## src/rtl/vga_fb_scanout.sv

```systemverilog
// rtl/vga_fb_scanout.sv - VGA timing generator with pixel-clock divider and upscaled framebuffer scan-out
module vga_fb_scanout #(
    parameter int CLK_DIV  = 4,
    parameter int H_ACTIVE = 640,
    parameter int H_FP     = 16,
    parameter int H_SYNC   = 96,
    parameter int H_BP     = 48,
    parameter int V_ACTIVE = 480,
    parameter int V_FP     = 11,
    parameter int V_SYNC   = 2,
    parameter int V_BP     = 31,
    parameter int HS_POL   = 1,
    parameter int VS_POL   = 1,
    parameter int COLOR_W  = 2,
    parameter int IMG_W    = 128,
    parameter int IMG_H    = 128,
    parameter int SCALE_SH = 1,
    parameter int RD_LAT   = 1,
    localparam int AW      = $clog2(IMG_W * IMG_H)
) (
    input  logic                 clk,
    input  logic                 rst,
    input  logic [3*COLOR_W-1:0] bg_color,
    output logic                 fb_rd_en,
    output logic [AW-1:0]        fb_addr,
    input  logic [3*COLOR_W-1:0] fb_data,
    output logic                 hsync,
    output logic                 vsync,
    output logic                 de,
    output logic [COLOR_W-1:0]   r,
    output logic [COLOR_W-1:0]   g,
    output logic [COLOR_W-1:0]   b,
    output logic                 frame_start,
    output logic                 line_start
);

    localparam int H_TOT = H_ACTIVE + H_FP + H_SYNC + H_BP;
    localparam int V_TOT = V_ACTIVE + V_FP + V_SYNC + V_BP;
    localparam int XW    = $clog2(H_TOT);
    localparam int YW    = $clog2(V_TOT);
    localparam int PW    = $clog2(CLK_DIV);
    localparam int CW3   = 3 * COLOR_W;

    localparam logic [XW-1:0] X_LAST = XW'(H_TOT - 1);
    localparam logic [XW-1:0] X_ACT  = XW'(H_ACTIVE);
    localparam logic [XW-1:0] X_HS0  = XW'(H_ACTIVE + H_FP);
    localparam logic [XW-1:0] X_HS1  = XW'(H_ACTIVE + H_FP + H_SYNC);
    localparam logic [XW-1:0] X_IMG  = XW'(IMG_W);
    localparam logic [YW-1:0] Y_LAST = YW'(V_TOT - 1);
    localparam logic [YW-1:0] Y_ACT  = YW'(V_ACTIVE);
    localparam logic [YW-1:0] Y_VS0  = YW'(V_ACTIVE + V_FP);
    localparam logic [YW-1:0] Y_VS1  = YW'(V_ACTIVE + V_FP + V_SYNC);
    localparam logic [YW-1:0] Y_IMG  = YW'(IMG_H);
    // An image taller than the y counter range can never clip vertically.
    localparam bit            Y_IMG_ALL = (IMG_H >= (1 << YW));
    localparam logic [PW-1:0] PH_LAST   = PW'(CLK_DIV - 1);
    localparam logic [PW-1:0] PH_CAP    = PW'(RD_LAT);
    localparam logic          HS_LVL    = (HS_POL != 0);
    localparam logic          VS_LVL    = (VS_POL != 0);

    if (CLK_DIV < 2 || RD_LAT < 1 || RD_LAT >= CLK_DIV || (IMG_W << SCALE_SH) > H_ACTIVE) begin : g_param_check
        $error("vga_fb_scanout: illegal CLK_DIV / RD_LAT / image width combination");
    end

    function automatic logic [XW-1:0] next_x(input logic [XW-1:0] xi);
        return (xi == X_LAST) ? '0 : xi + 1'b1;
    endfunction

    function automatic logic [YW-1:0] next_y(input logic [XW-1:0] xi, input logic [YW-1:0] yi);
        if (xi != X_LAST) return yi;
        return (yi == Y_LAST) ? '0 : yi + 1'b1;
    endfunction

    function automatic logic in_img(input logic [XW-1:0] xi, input logic [YW-1:0] yi);
        logic [XW-1:0] ui;
        logic [YW-1:0] vi;
        ui = xi >> SCALE_SH;
        vi = yi >> SCALE_SH;
        return (xi < X_ACT) && (yi < Y_ACT) && (ui < X_IMG) && (Y_IMG_ALL || (vi < Y_IMG));
    endfunction

    logic [PW-1:0]  phase;
    logic [XW-1:0]  x, x_nx, tx, u_t;
    logic [YW-1:0]  y, y_nx, ty, v_t;
    logic           tick, win_t, rd_pend, hs_on, vs_on, de_nx;
    logic [AW-1:0]  addr_t;
    logic [CW3-1:0] stage, stage_nx, rgb, rgb_nx;

    assign tick = (phase == PH_LAST);

    // (x_nx, y_nx) is the pixel loaded at this tick; (tx, ty) is fetched during the period it is shown.
    always_comb begin
        x_nx     = next_x(x);
        y_nx     = next_y(x, y);
        tx       = next_x(x_nx);
        ty       = next_y(x_nx, y_nx);
        u_t      = tx >> SCALE_SH;
        v_t      = ty >> SCALE_SH;
        win_t    = in_img(tx, ty);
        addr_t   = AW'(32'(v_t) * 32'(IMG_W) + 32'(u_t));
        stage_nx = (phase == PH_CAP && rd_pend) ? fb_data : stage;
        hs_on    = (x_nx >= X_HS0) && (x_nx < X_HS1);
        vs_on    = (y_nx >= Y_VS0) && (y_nx < Y_VS1);
        de_nx    = (x_nx < X_ACT) && (y_nx < Y_ACT);
        rgb_nx   = in_img(x_nx, y_nx) ? stage_nx : (de_nx ? bg_color : '0);
    end

    // When RD_LAT == CLK_DIV-1 the capture edge is also the tick edge, hence stage_nx feeds rgb.
    always_ff @(posedge clk) begin
        if (rst) begin
            phase       <= '0;
            x           <= X_LAST;
            y           <= Y_LAST;
            fb_rd_en    <= 1'b0;
            fb_addr     <= '0;
            rd_pend     <= 1'b0;
            stage       <= '0;
            hsync       <= ~HS_LVL;
            vsync       <= ~VS_LVL;
            de          <= 1'b0;
            rgb         <= '0;
            frame_start <= 1'b0;
            line_start  <= 1'b0;
        end else begin
            phase       <= tick ? '0 : phase + 1'b1;
            stage       <= stage_nx;
            fb_rd_en    <= 1'b0;
            frame_start <= 1'b0;
            line_start  <= 1'b0;
            if (tick) begin
                x           <= x_nx;
                y           <= y_nx;
                fb_rd_en    <= win_t;
                rd_pend     <= win_t;
                if (win_t) fb_addr <= addr_t;
                hsync       <= hs_on ? HS_LVL : ~HS_LVL;
                vsync       <= vs_on ? VS_LVL : ~VS_LVL;
                de          <= de_nx;
                rgb         <= rgb_nx;
                frame_start <= (x_nx == '0) && (y_nx == '0);
                line_start  <= (x_nx == '0);
            end
        end
    end

    assign r = rgb[CW3-1 -: COLOR_W];
    assign g = rgb[2*COLOR_W-1 -: COLOR_W];
    assign b = rgb[COLOR_W-1:0];

endmodule

```

## config.mk

```make
export PLATFORM = sky130hd
export DESIGN_NAME = vga_fb_scanout
export DESIGN_NICKNAME = d
export VERILOG_FILES = /design/src/rtl/vga_fb_scanout.sv
export SDC_FILE = /design/constraint.sdc
export NUM_CORES = 1
export LEC_CHECK = 0
export CORE_ASPECT_RATIO = 0.8
export CORE_UTILIZATION = 45
export CTS_CLUSTER_SIZE = 16
export DETAILED_ROUTE_END_ITERATION = 12
export GPL_ROUTABILITY_DRIVEN = 0
export GPL_TIMING_DRIVEN = 0
export HOLD_SLACK_MARGIN = 0.15
export PLACE_DENSITY = 0.68
export SLEW_MARGIN = 0
export SYNTH_ARGS = -nofsm -noshare
export SYNTH_HDL_FRONTEND = slang
export SYNTH_SLANG_ARGS = --single-unit
```

## constraint.sdc

```tcl
create_clock -name clk -period 3.8 [get_ports clk]
set_input_delay 0.76 -clock clk [delete_from_list [all_inputs] [get_ports clk]]
set_output_delay 0.76 -clock clk [all_outputs]
set_load 0.05 [all_outputs]
```

# Word level (Yosys, flattened, before mapping)
# Index checks and enable logic that the tools add are counted.
[op_classes]
n_addsub = 6
n_lt_le_gt_ge = 12
n_eq_ne = 8
mux = 15
bitwise_logic = 1
reduce_logical = 15
[ops]
columns = ["cell", "count"]
rows = [
  ["two-way mux 10 bit", 8],
  ["adder 10 x 1 -> 10 bit (second input constant)", 4],
  ["equality test 10 bit (second input constant)", 4],
  ["< comparator 9 x 8 -> 1 bit (second input constant)", 4],
  ["< comparator 10 bit (second input constant)", 3],
  ["< comparator 10 x 9 -> 1 bit (second input constant)", 3],
  ["zero test 10 bit", 2],
  ["inequality test 10 bit (second input constant)", 2],
  ["two-way mux 6 bit", 3],
  ["adder 14 x 9 -> 14 bit", 1],
  [">= comparator 10 bit (second input constant)", 1],
  [">= comparator 10 x 9 -> 1 bit (second input constant)", 1],
  ["logical AND 1 bit", 10],
  ["two-way mux 1 bit", 4],
  ["OR reduction 2 bit", 2],
  ["adder 2 x 1 -> 2 bit (second input constant)", 1],
  ["equality test 2 x 1 -> 1 bit (second input constant)", 1],
  ["equality test 2 bit (second input constant)", 1],
  ["AND reduction 2 bit", 1],
  ["NOT 1 bit", 1],
]
[totals]
reg_bits = 55
input_bits = 14
output_inout_bits = 26
word_cells = 70

# Depth between registers and ports, before layout
# Gate-level depths: netlist of run 1.
[depth]
ltp_word = 11
ltp_mapped = 19
depth_no_buf = 16

# Worst setup path after synthesis of run 1
# No wires, ideal clock.
[synth_timing]
path_kind = "reg2reg"
from = "reg x[5]"
to = "reg fb_addr[12]"
setup_time_ns = 0.122
arrival_ns = 3.731
t_required_ns = 3.678
setup_slack_ns = -0.053
stages_incl_launch_ff = 20
path_buffers = 4
period_less_slack_ns = 3.853
path_cell_list = "dfxtp_1 -> buf_6 -> or3_4 -> buf_6 -> nor3_4 -> clkbuf_1 -> nand2_1 -> o21ai_0 -> ha_1 -> nand3_1 -> or3_1 -> buf_6 -> and2_1 -> ha_1 -> a21oi_1 -> a41o_1 -> a21oi_1 -> a31oi_1 -> xnor2_1 -> a21oi_1"
[synth_between]
elab_chain_len = 11
elab_cells_between_ends = 25
classes_between = "add/sub (4); order compare (4); eq/ne (5); mux (8); reduce/logical (4)"
[synth_rtl]
columns = ["item", "line", "rtl"]
rows = [
  ["from (decl)", "83", "logic [XW-1:0] x, x_nx, tx, u_t;"],
  ["from (signal assigned)", "131", "x <= x_nx;"],
  ["inequality test 10 bit *", "70", "if (xi != X_LAST) return yi;"],
  ["two-way mux 1 bit *", "70", ""],
  ["two-way mux 10 bit *", "71", "return (yi == Y_LAST) ? '0 : yi + 1'b1;"],
  ["net y_nx[0]", "84", "logic [YW-1:0] y, y_nx, ty, v_t;"],
  ["adder 10 x 1 -> 10 bit or equality test 10 bit (tied branches)", "71", ""],
  ["two-way mux 10 bit", "71", ""],
  ["two-way mux 10 bit *", "71", ""],
  ["< comparator 10 x 9 -> 1 bit", "79", "return (xi < X_ACT) && (yi < Y_ACT) && (ui < X_IMG) && (Y_IMG_ALL || (vi < Y_IMG));"],
  ["logical AND 1 bit (3 in a row)", "79", ""],
  ["AND reduction 2 bit (no line)", "n/a", ""],
  ["to (signal assigned)", "135", "if (win_t) fb_addr <= addr_t;"],
  ["to (decl)", "25", "output logic [AW-1:0] fb_addr,"],
]
# Mark *: on every way through the listed nets, which the timed path passes. The rest lies on a longest branch. The select of a mux whose other input is x is not followed.
# A chain may end at the register's enable or synchronous reset.

# Worst setup path after layout of run 1
[layout_timing]
from = "reg x[0]"
to = "reg fb_addr[12]"
[layout_between]
elab_chain_len = 11
elab_cells_between_ends = 25
classes_between = "add/sub (4); order compare (4); eq/ne (5); mux (8); reduce/logical (4)"
[layout_rtl]
columns = ["item"]
rows = [
  ["parallel branches: the longest is 11 deep, another holds adder 10 x 1 -> 10 bit"],
]
# Parallel ways; which one is timed is not known. The select of a mux whose other input is x is not followed.

==> run metrics, run 1 <==
worst vdd ir 0.2090 mV; gr usage total 25.52%; CP Max Fanout 8; Max Freq 275.7 MHz; CTS tree done; final hold vios 0; EDFF count, synth 0; WHS 0.4627 ns; syn avg cell area 8.024 um^2; Post-CTS Hold Buffers 0; initial antenna violation count 0; YS warnings 0; post-synth top area cell dfxtp_1; Mapped Nets 490; aggregate global routing overflow 0; num ports 40; vias in the first global route 3380; status finished, final reports clean; core area 7983 um^2; largest net degree at the start of global routing 19; Lkg Pwr 1.764 nW; worst setup path category reg -> reg; Cell Pwr Density 418.7 nW/um^2; DRT Wirelength ~11 mm; Die Ht ~83 um; CP arrival 3.85 ns; CTS clk-pin slew, worst paths 0.11 ns; Synth Flop Type dfxtp_1; DRT iter0 DRCs 231; antenna cells 0; CTS Buffer Depth 2; sequential share of the synthesized area 29.51%; Site Rows 29; fin crit share 95.46%; Yosys reg bits 55; relative slew slack a little over half; Pins Over Slew Limit 0; buffers added on ports 39; setup violators final 0; first-pass GRT wire length 17.55 mm; Worst Path Required about 4 ns; RSZ-0062 raised after global routing yes; Die X between 100 and 150 um; number of H-tree levels 2; maxcap violations 0; Tot Pwr 0.001975 W; first drt pass iteration count 5; Yosys cell types 69; min-delay worst type reg -> reg; Vias 3749; CTS buffer count 5; Mapped Cells roughly 470; Die Area 8662 um^2; count leader, synth dfxtp_1; Min Clock Period, post-route 3.627 ns; worst slew pin tran 0.6860 ns; Final ANT Viol Nets 0; Initial Util between 40 and 50%; share of cells above drive strength 1 17.76%; Post-synth top cells dfxtp_1 (55), nor2_1 (54), nand2_1 (48); P&R area growth vs syn 26.39%; vias per cell 5.830; Setup crit end kind register; final clock skew 0.008522 ns; dpl hpwl 7.878 mm; clk sink count 55; DRC 0; later-pin clock latency in the skew report 0.32 ns; WL per Instance 17.16 um; Setup crit start kind register; Root Driver clkbuf_8; Synth area leaders dfxtp_1 (30%), nor2_1 (5.4%), nand2_1 (4.8%); final net count 559; post-synth top area share around 30%; synthesized area 3731 um^2; Post-synth ARST share 0%
## sequential cells by signal (all words and copies together) (netlist names)
signal	flops
fb_addr	14
frame_start	1
vsync	1
hsync	1
de	1
stage	6
line_start	1
rd_pend	1
y	10
rgb	6
x	10
fb_rd_en	1
phase	2
## worst max-delay path: stages (launching register included)
cell     delay (ns)
dfxtp_4        0.37
ha_2           0.21
and4_1         0.20
buf_4          0.17
and3_1         0.22
a41oi_4        0.25
and4_1         0.24
nand2_1        0.09
or3_1          0.40
buf_6          0.14
and2_1         0.17
ha_1           0.28
a21oi_1        0.07
a41o_1         0.22
a21oi_2        0.15
a31oi_2        0.12
xnor2_1        0.15
a21oi_1        0.07
## cell families after synthesis
kind of cell             Yosys count  synth area share, %
buffers and inverters             49                5.835
adder cells (fa/ha/maj)           12                4.158
flip-flops                        55                29.51
multiplexers                      16                4.292
XOR/XNOR                          30                7.042
AO/OA/AOI/OAI                     98                19.12
AND/OR/NAND/NOR                  205                30.05
## metrics by stage
step / setup TNS, ns / instance area, um^2 / setup slack, ns / instances / utilization [%]
6_report: 0 / 4716 / 0.1727 / 643 / 59.08
5_1_grt: -0.07125 / 4716 / -0.05796 / 643 / 59.08
4_1_cts: 0 / 4488 / 0.006247 / 626 / 56.22
3_5_place_dp: -3.415 / 4258 / -0.5925 / 612 / 53.34
3_3_place_gp: -3.068 / 4258 / -0.5478 / 612 / 53.34
2_1_floorplan: 0 / 3732 / 0.01510 / 465 / -
## worst paths after layout
| path | slack, ns | endpoint | depth (start not counted) | start |
|---|---|---|---|---|
| worst min-delay path | 0.46 | fb_addr[4] | 2 | fb_addr[4] |
| worst min register to register | 0.46 | fb_addr[4] | 2 | fb_addr[4] |
| worst max-delay path | 0.17 | fb_addr[12] | 17 | x[0] |
| worst max register to register | 0.17 | fb_addr[12] | 17 | x[0] |
## report_power, final
| part | switching (W) | total, W | internal (W) |
|---|---|---|---|
| Sequential | 0.0000247 | 0.000627 | 0.000602 |
| Clock | 0.000222 | 0.000355 | 0.000133 |
| Combinational | 0.000584 | 0.000993 | 0.000409 |
## layout make-up
cell class | count | area (um^2)
fill | 743 | 3267
multi-input combinational | 361 | 2565
sequential | 55 | 1111
timing repair buffer | 67 | 604.3
buffer | 29 | 152.6
tap | 108 | 135.1
clock buffer | 5 | 68.82
inverter | 15 | 56.30
clock inverter | 3 | 22.52
## routing by layer
metal | global-route usage [%] | wire length (um) | up-vias
li1 | - | - | 1832
met1 | 37.80 | 5353 | 1786
met2 | 38.24 | 4834 | 117
met3 | 3.454 | 665 | 14
met4 | 7.532 | 181 | 0
met5 | 0 | 0 | -
## repair_timing
item,CTS,global route
cloned,0,0
gates resized for setup,23,27
hold endpoints to repair,0,0
pin swaps,4,15
setup endpoints to repair,15,11
setup buffers,7,21
## placed cells by master (no fill, tap or decap), types with 4 or more instances in the layout
cell type / n
nor2_1: 53
dfxtp_1: 51
nand2_1: 46
clkdlybuf4s50_1: 39
buf_4: 28
a21oi_1: 21
nand3_1: 20
xnor2_1: 18
clkbuf_1: 16
inv_1: 15
mux2i_1: 15
nand4_1: 12
a211oi_1: 12
xor2_1: 10
and3_1: 9
o21ai_0: 9
nor3_1: 8
ha_1: 8
o211ai_1: 7
buf_2: 6
o21ai_1: 6
and4_1: 5
and2_1: 5
clkbuf_8: 5
nand4b_1: 4
(Power assumes the default switching activity.)
==> run 2, diff against run 1 <==
Settings changed: SKIP_LAST_GASP from default to 1.
==> run metrics, run 2 (same netlist as run 1, synthesis figures left out) <==
status finished, final reports clean; Site Rows 29; reg2reg start x[0]; CP Max Fanout 8; Die Area 8662 um^2; Top Registers fb_addr: 14 flops, x: 10 flops, y: 10 flops; Vias ~3800; num ports 40; Tot Pwr between 0.0015 and 0.002 W; vias per cell 5.834; worst slew pin tran 0.6943 ns; largest register by flop count fb_addr; final clock skew a little under 0.01 ns; initial antenna violation count 0; fin crit share 95.49%; CTS buffer count 5; Max Freq roughly 280 MHz; number of H-tree levels 2; CP Launch Point x[0]; buffers added on ports 39; R2R setup slack 0.17 ns; CTS clk-pin slew, worst paths 0.11 ns; core area 7983 um^2; final worst setup slack 0.1714 ns; worst setup path category reg -> reg; WL per Instance 17.16 um; clk sink count 55; FF-to-FF path depth 17; CP arrival approximately 3.9 ns; worst vdd ir 0.2118 mV; Setup crit end kind register; Final ANT Viol Nets 0; first drt pass iteration count 4; DP Worst Slack -0.5925 ns; setup violators final 0; most frequent cells in the layout nor2_1 (54), dfxtp_1 (51), nand2_1 (46); relative slew slack a little over half; Reg-to-Reg End fb_addr[12]; first-pass GRT wire length 17.55 mm; filler cell count roughly 750; dpl hpwl 7.878 mm; final hold vios 0; vias in the first global route 3380; later-pin clock latency in the skew report between 0.3 and 0.4 ns; Die Ht 83.45 um; P&R area growth vs syn 26.12%; Setup crit start kind register; min-delay worst type reg -> reg; Lkg Pwr 1.764 nW; share of cells above drive strength 1 17.38%; gr usage total 25.52%; commonest non-fill, non-tap cell in the layout nor2_1; Root Driver clkbuf_8; Worst Path Required 4.02 ns; maxcap violations 0; final net count 559; DRC 0; Die X roughly 100 um; Initial Util 46.74%; CTS tree done; antenna cells 0; largest net degree at the start of global routing 19; DRT Wirelength 11.03 mm; CTS Buffer Depth 2; DRT iter0 DRCs 254; Critical Path Sink fb_addr[12]; aggregate global routing overflow 0; Largest register FFs 14; RSZ-0062 raised after global routing yes; Cell Pwr Density between 400 and 500 nW/um^2; Pins Over Slew Limit 0; Min Clock Period, post-route 3.629 ns
## run 2: cell type report
| type | count | area, um^2 | share of cell area (%) |
|---|---|---|---|
| Clock buffer | 5 | 68.82 | 1.462 |
| Timing Repair Buffer | 67 | 604.3 | 12.84 |
| Multi-Input combinational cell | 361 | 2555 | 54.29 |
| Buffer | 29 | 152.6 | 3.244 |
| Inverter | 15 | 56.30 | 1.196 |
| Sequential cell | 55 | 1111 | 23.61 |
| Clock inverter | 3 | 22.52 | 0.4786 |
| Tap cell | 108 | 135.1 | 2.872 |
## run 2: worst max-delay path: stages (launching register included)
cell and delay, ns:
dfxtp_4 0.37, ha_2 0.21, and4_1 0.20, buf_4 0.17
and3_1 0.22, a41oi_4 0.25, and4_1 0.24, nand2_1 0.09
or3_1 0.40, buf_6 0.14, and2_1 0.17, ha_1 0.28
a21oi_1 0.07, a41o_1 0.22, a21oi_2 0.15, a31oi_2 0.12
xnor2_1 0.15, a21oi_1 0.07
## run 2: routing by layer
metal,global-route usage (%),vias to the layer above,part of all wire (%)
met3,3.454,14,5.8
met2,38.24,109,44
met4,7.532,0,1.6
met1,37.80,1796,49
li1,-,1832,-
met5,0,-,0
## run 2: how the worst min path moves through the flow
stage                from    endpoint  cells past startpoint
3_3_place_gp   fb_addr[4]  fb_addr[4]                      2
5_1_grt        fb_addr[4]  fb_addr[4]                      2
6_report       fb_addr[4]  fb_addr[4]                      2
3_5_place_dp   fb_addr[4]  fb_addr[4]                      2
2_1_floorplan    phase[0]    phase[0]                      1
4_1_cts        fb_addr[4]  fb_addr[4]                      2
## run 2: power by group
group          internal, W  leakage (nW)  total, W  switching (W)
clock network     0.000133        0.0485  0.000355       0.000222
logic             0.000408          1.27  0.000993       0.000584
registers         0.000602         0.445  0.000627      0.0000246
total              0.00114          1.76   0.00197       0.000831
## run 2: what timing repair did
item | in CTS | in global routing
hold buffers | 0 | 0
setup endpoints to repair | 15 | 11
pin swaps | 4 | 15
resized for setup | 22 | 26
buffers inserted | 7 | 21
## run 2: metrics by stage
stage / setup TNS, ns / instances / cell area [um^2] / util [%] / hold slack, ns
floorplan: 0 / 465 / 3732 / - / 0.4338
CTS: -0.003356 / 626 / 4484 / 56.18 / 0.4660
finish: 0 / 643 / 4706 / 58.95 / 0.4625
detailed placement: -3.415 / 612 / 4258 / 53.34 / 0.4505
global placement: -3.068 / 612 / 4258 / 53.34 / 0.4434
global route: -0.07508 / 643 / 4706 / 58.95 / 0.4960
==> run 3, diff against run 2 <==
Settings changed: GPL_TIMING_DRIVEN 0 to default.
==> run metrics, run 3 (same netlist as run 1, synthesis figures left out) <==
largest net degree at the start of global routing 39; Site Rows 29; R2R setup slack 0.24 ns; Setup crit start kind register; maxcap violations 0; first drt pass iteration count 5; Sequential Power Share 34.2%; worst setup path category reg -> reg; FF-to-FF path depth 14; antenna cells 0; final core utilization roughly 56%; Min-Delay Path Depth 2; buffers added on ports 39; CTS clk-pin slew, worst paths 0.11 ns; Lkg Pwr 1.678 nW; CP arrival 3.78 ns; flip-flop and latch area 1104 um^2; switch share between 40 and 50%; post-CTS resize count 0; CTS Buffer Depth 2; P&R area growth vs syn 19.58%; Critical Path Sink fb_addr[12]; CP Launch Point x[7]; num ports 40; Root Driver clkbuf_8; worst vdd ir 0.2309 mV; Setup crit end kind register; Layout Cells excl Fill approximately 620; Post-CTS Hold Buffers 0; gr usage total between 20% and 30%; first-pass GRT wire length between 15 and 20 mm; Die X 103.8 um; Cell Pwr Density 414.2 nW/um^2; dpl hpwl 7.246 mm; Initial Util 46.74%; core area 7983 um^2; initial antenna violation count 0; Pins Over Slew Limit 0; Worst Path Required 4.02 ns; WL per Instance between 15 and 20 um; Vias 3588; clock group share of total power 19.3%; commonest non-fill, non-tap cell in the layout nor2_1; fin crit share 93.76%; reg2reg start x[7]; total placed cells including tap cells 608; status finished, final reports clean; Psw 0.0007814 W; Top Registers fb_addr: 14 flops, x: 10 flops, y: 10 flops; DRC 0; Die Area 8662 um^2; CTS tree done; final clock skew approximately 0.0096 ns; filler cell count 736; clk sink count 55; share of cells above drive strength 1 between 10% and 20%; combinational share of power 46.6%; Largest register FFs 14; largest register by flop count fb_addr; Final ANT Viol Nets 0; DRT Wirelength between 10 and 15 mm; setup violators final 0; vias in the first global route 3382; most frequent cells in the layout nor2_1 (54), dfxtp_1 (53), nand2_1 (48); Max Freq 280.7 MHz; WHS between 0.4 and 0.5 ns; Post-CTS Setup Bufs 0; Min Clock Period, post-route 3.563 ns; Tot Pwr approximately 0.0018 W; Die Ht 83.45 um; final hold vios 0; min-delay worst type reg -> reg; internal power contribution around 0.0011 W; DRT iter0 DRCs 184; relative slew slack between 40% and 50%; aggregate global routing overflow 0; CP Max Fanout 10; Multi-input gate area 2454 um^2; Reg-to-Reg End fb_addr[12]; vias per cell 5.815; worst slew pin tran 0.7989 ns; number of H-tree levels 2; final net count approximately 530; later-pin clock latency in the skew report 0.33 ns; CTS buffer count 5
## run 3: worst min-delay path by stage
stage / startpoint / to
final: fb_addr[9] / fb_addr[9]
after global routing: phase[0] / phase[0]
after CTS: fb_addr[9] / fb_addr[9]
after detailed placement: fb_addr[9] / fb_addr[9]
after global placement: fb_addr[9] / fb_addr[9]
after floorplan: phase[0] / phase[0]
## run 3: worst max-delay path, cell delays in order, from the launching register on
cell and delay, ns:
dfxtp_1 0.43, or3_4 0.45, nor4_4 0.35, a21boi_0 0.24
nor2_1 0.19, nand3_1 0.09, or3_1 0.41, and2_1 0.19
ha_1 0.27, a21oi_1 0.06, a41o_1 0.20, a21oi_1 0.19
a31oi_1 0.13, xnor2_1 0.17, a21oi_1 0.08
## run 3: cell type report
class | instances | share of cell area (%)
Sequential cell | 55 | 24.73
Timing Repair Buffer | 69 | 13.80
Inverter | 15 | 1.262
Clock buffer | 5 | 1.542
Clock inverter | 3 | 0.6450
Tap cell | 108 | 3.029
Multi-Input combinational cell | 362 | 54.99
## run 3: power by group through the flow
stage	combinational, W	sequential, W	clock, W
after detailed placement	0.000825	0.000642	0
after CTS	0.000831	0.000629	0.000369
final	0.000860	0.000632	0.000356
after floorplan	0.000565	0.000666	0
after global routing	0.000932	0.000636	0.000393
after global placement	0.000815	0.000641	0
## run 3: metal layers
layer / wire, um / vias to the layer above / share of wire, % / global-route usage, %
li1: - / 1769 / - / -
met1: 4888 / 1659 / 48 / 33.43
met2: 4410 / 138 / 44 / 35.45
met3: 597 / 22 / 5.9 / 3.925
met4: 196 / 0 / 1.9 / 9.221
met5: 0 / - / 0 / 0
## run 3: stage by stage
step	setup TNS (ns)	worst slack, ns	instance area (um^2)
after floorplan	0	0.01510	3732
after global placement	0	0.2041	4320
after detailed placement	0	0.1639	4320
after CTS	0	0.1239	4418
after global routing	-0.04974	-0.04050	4462
final	0	0.2373	4462
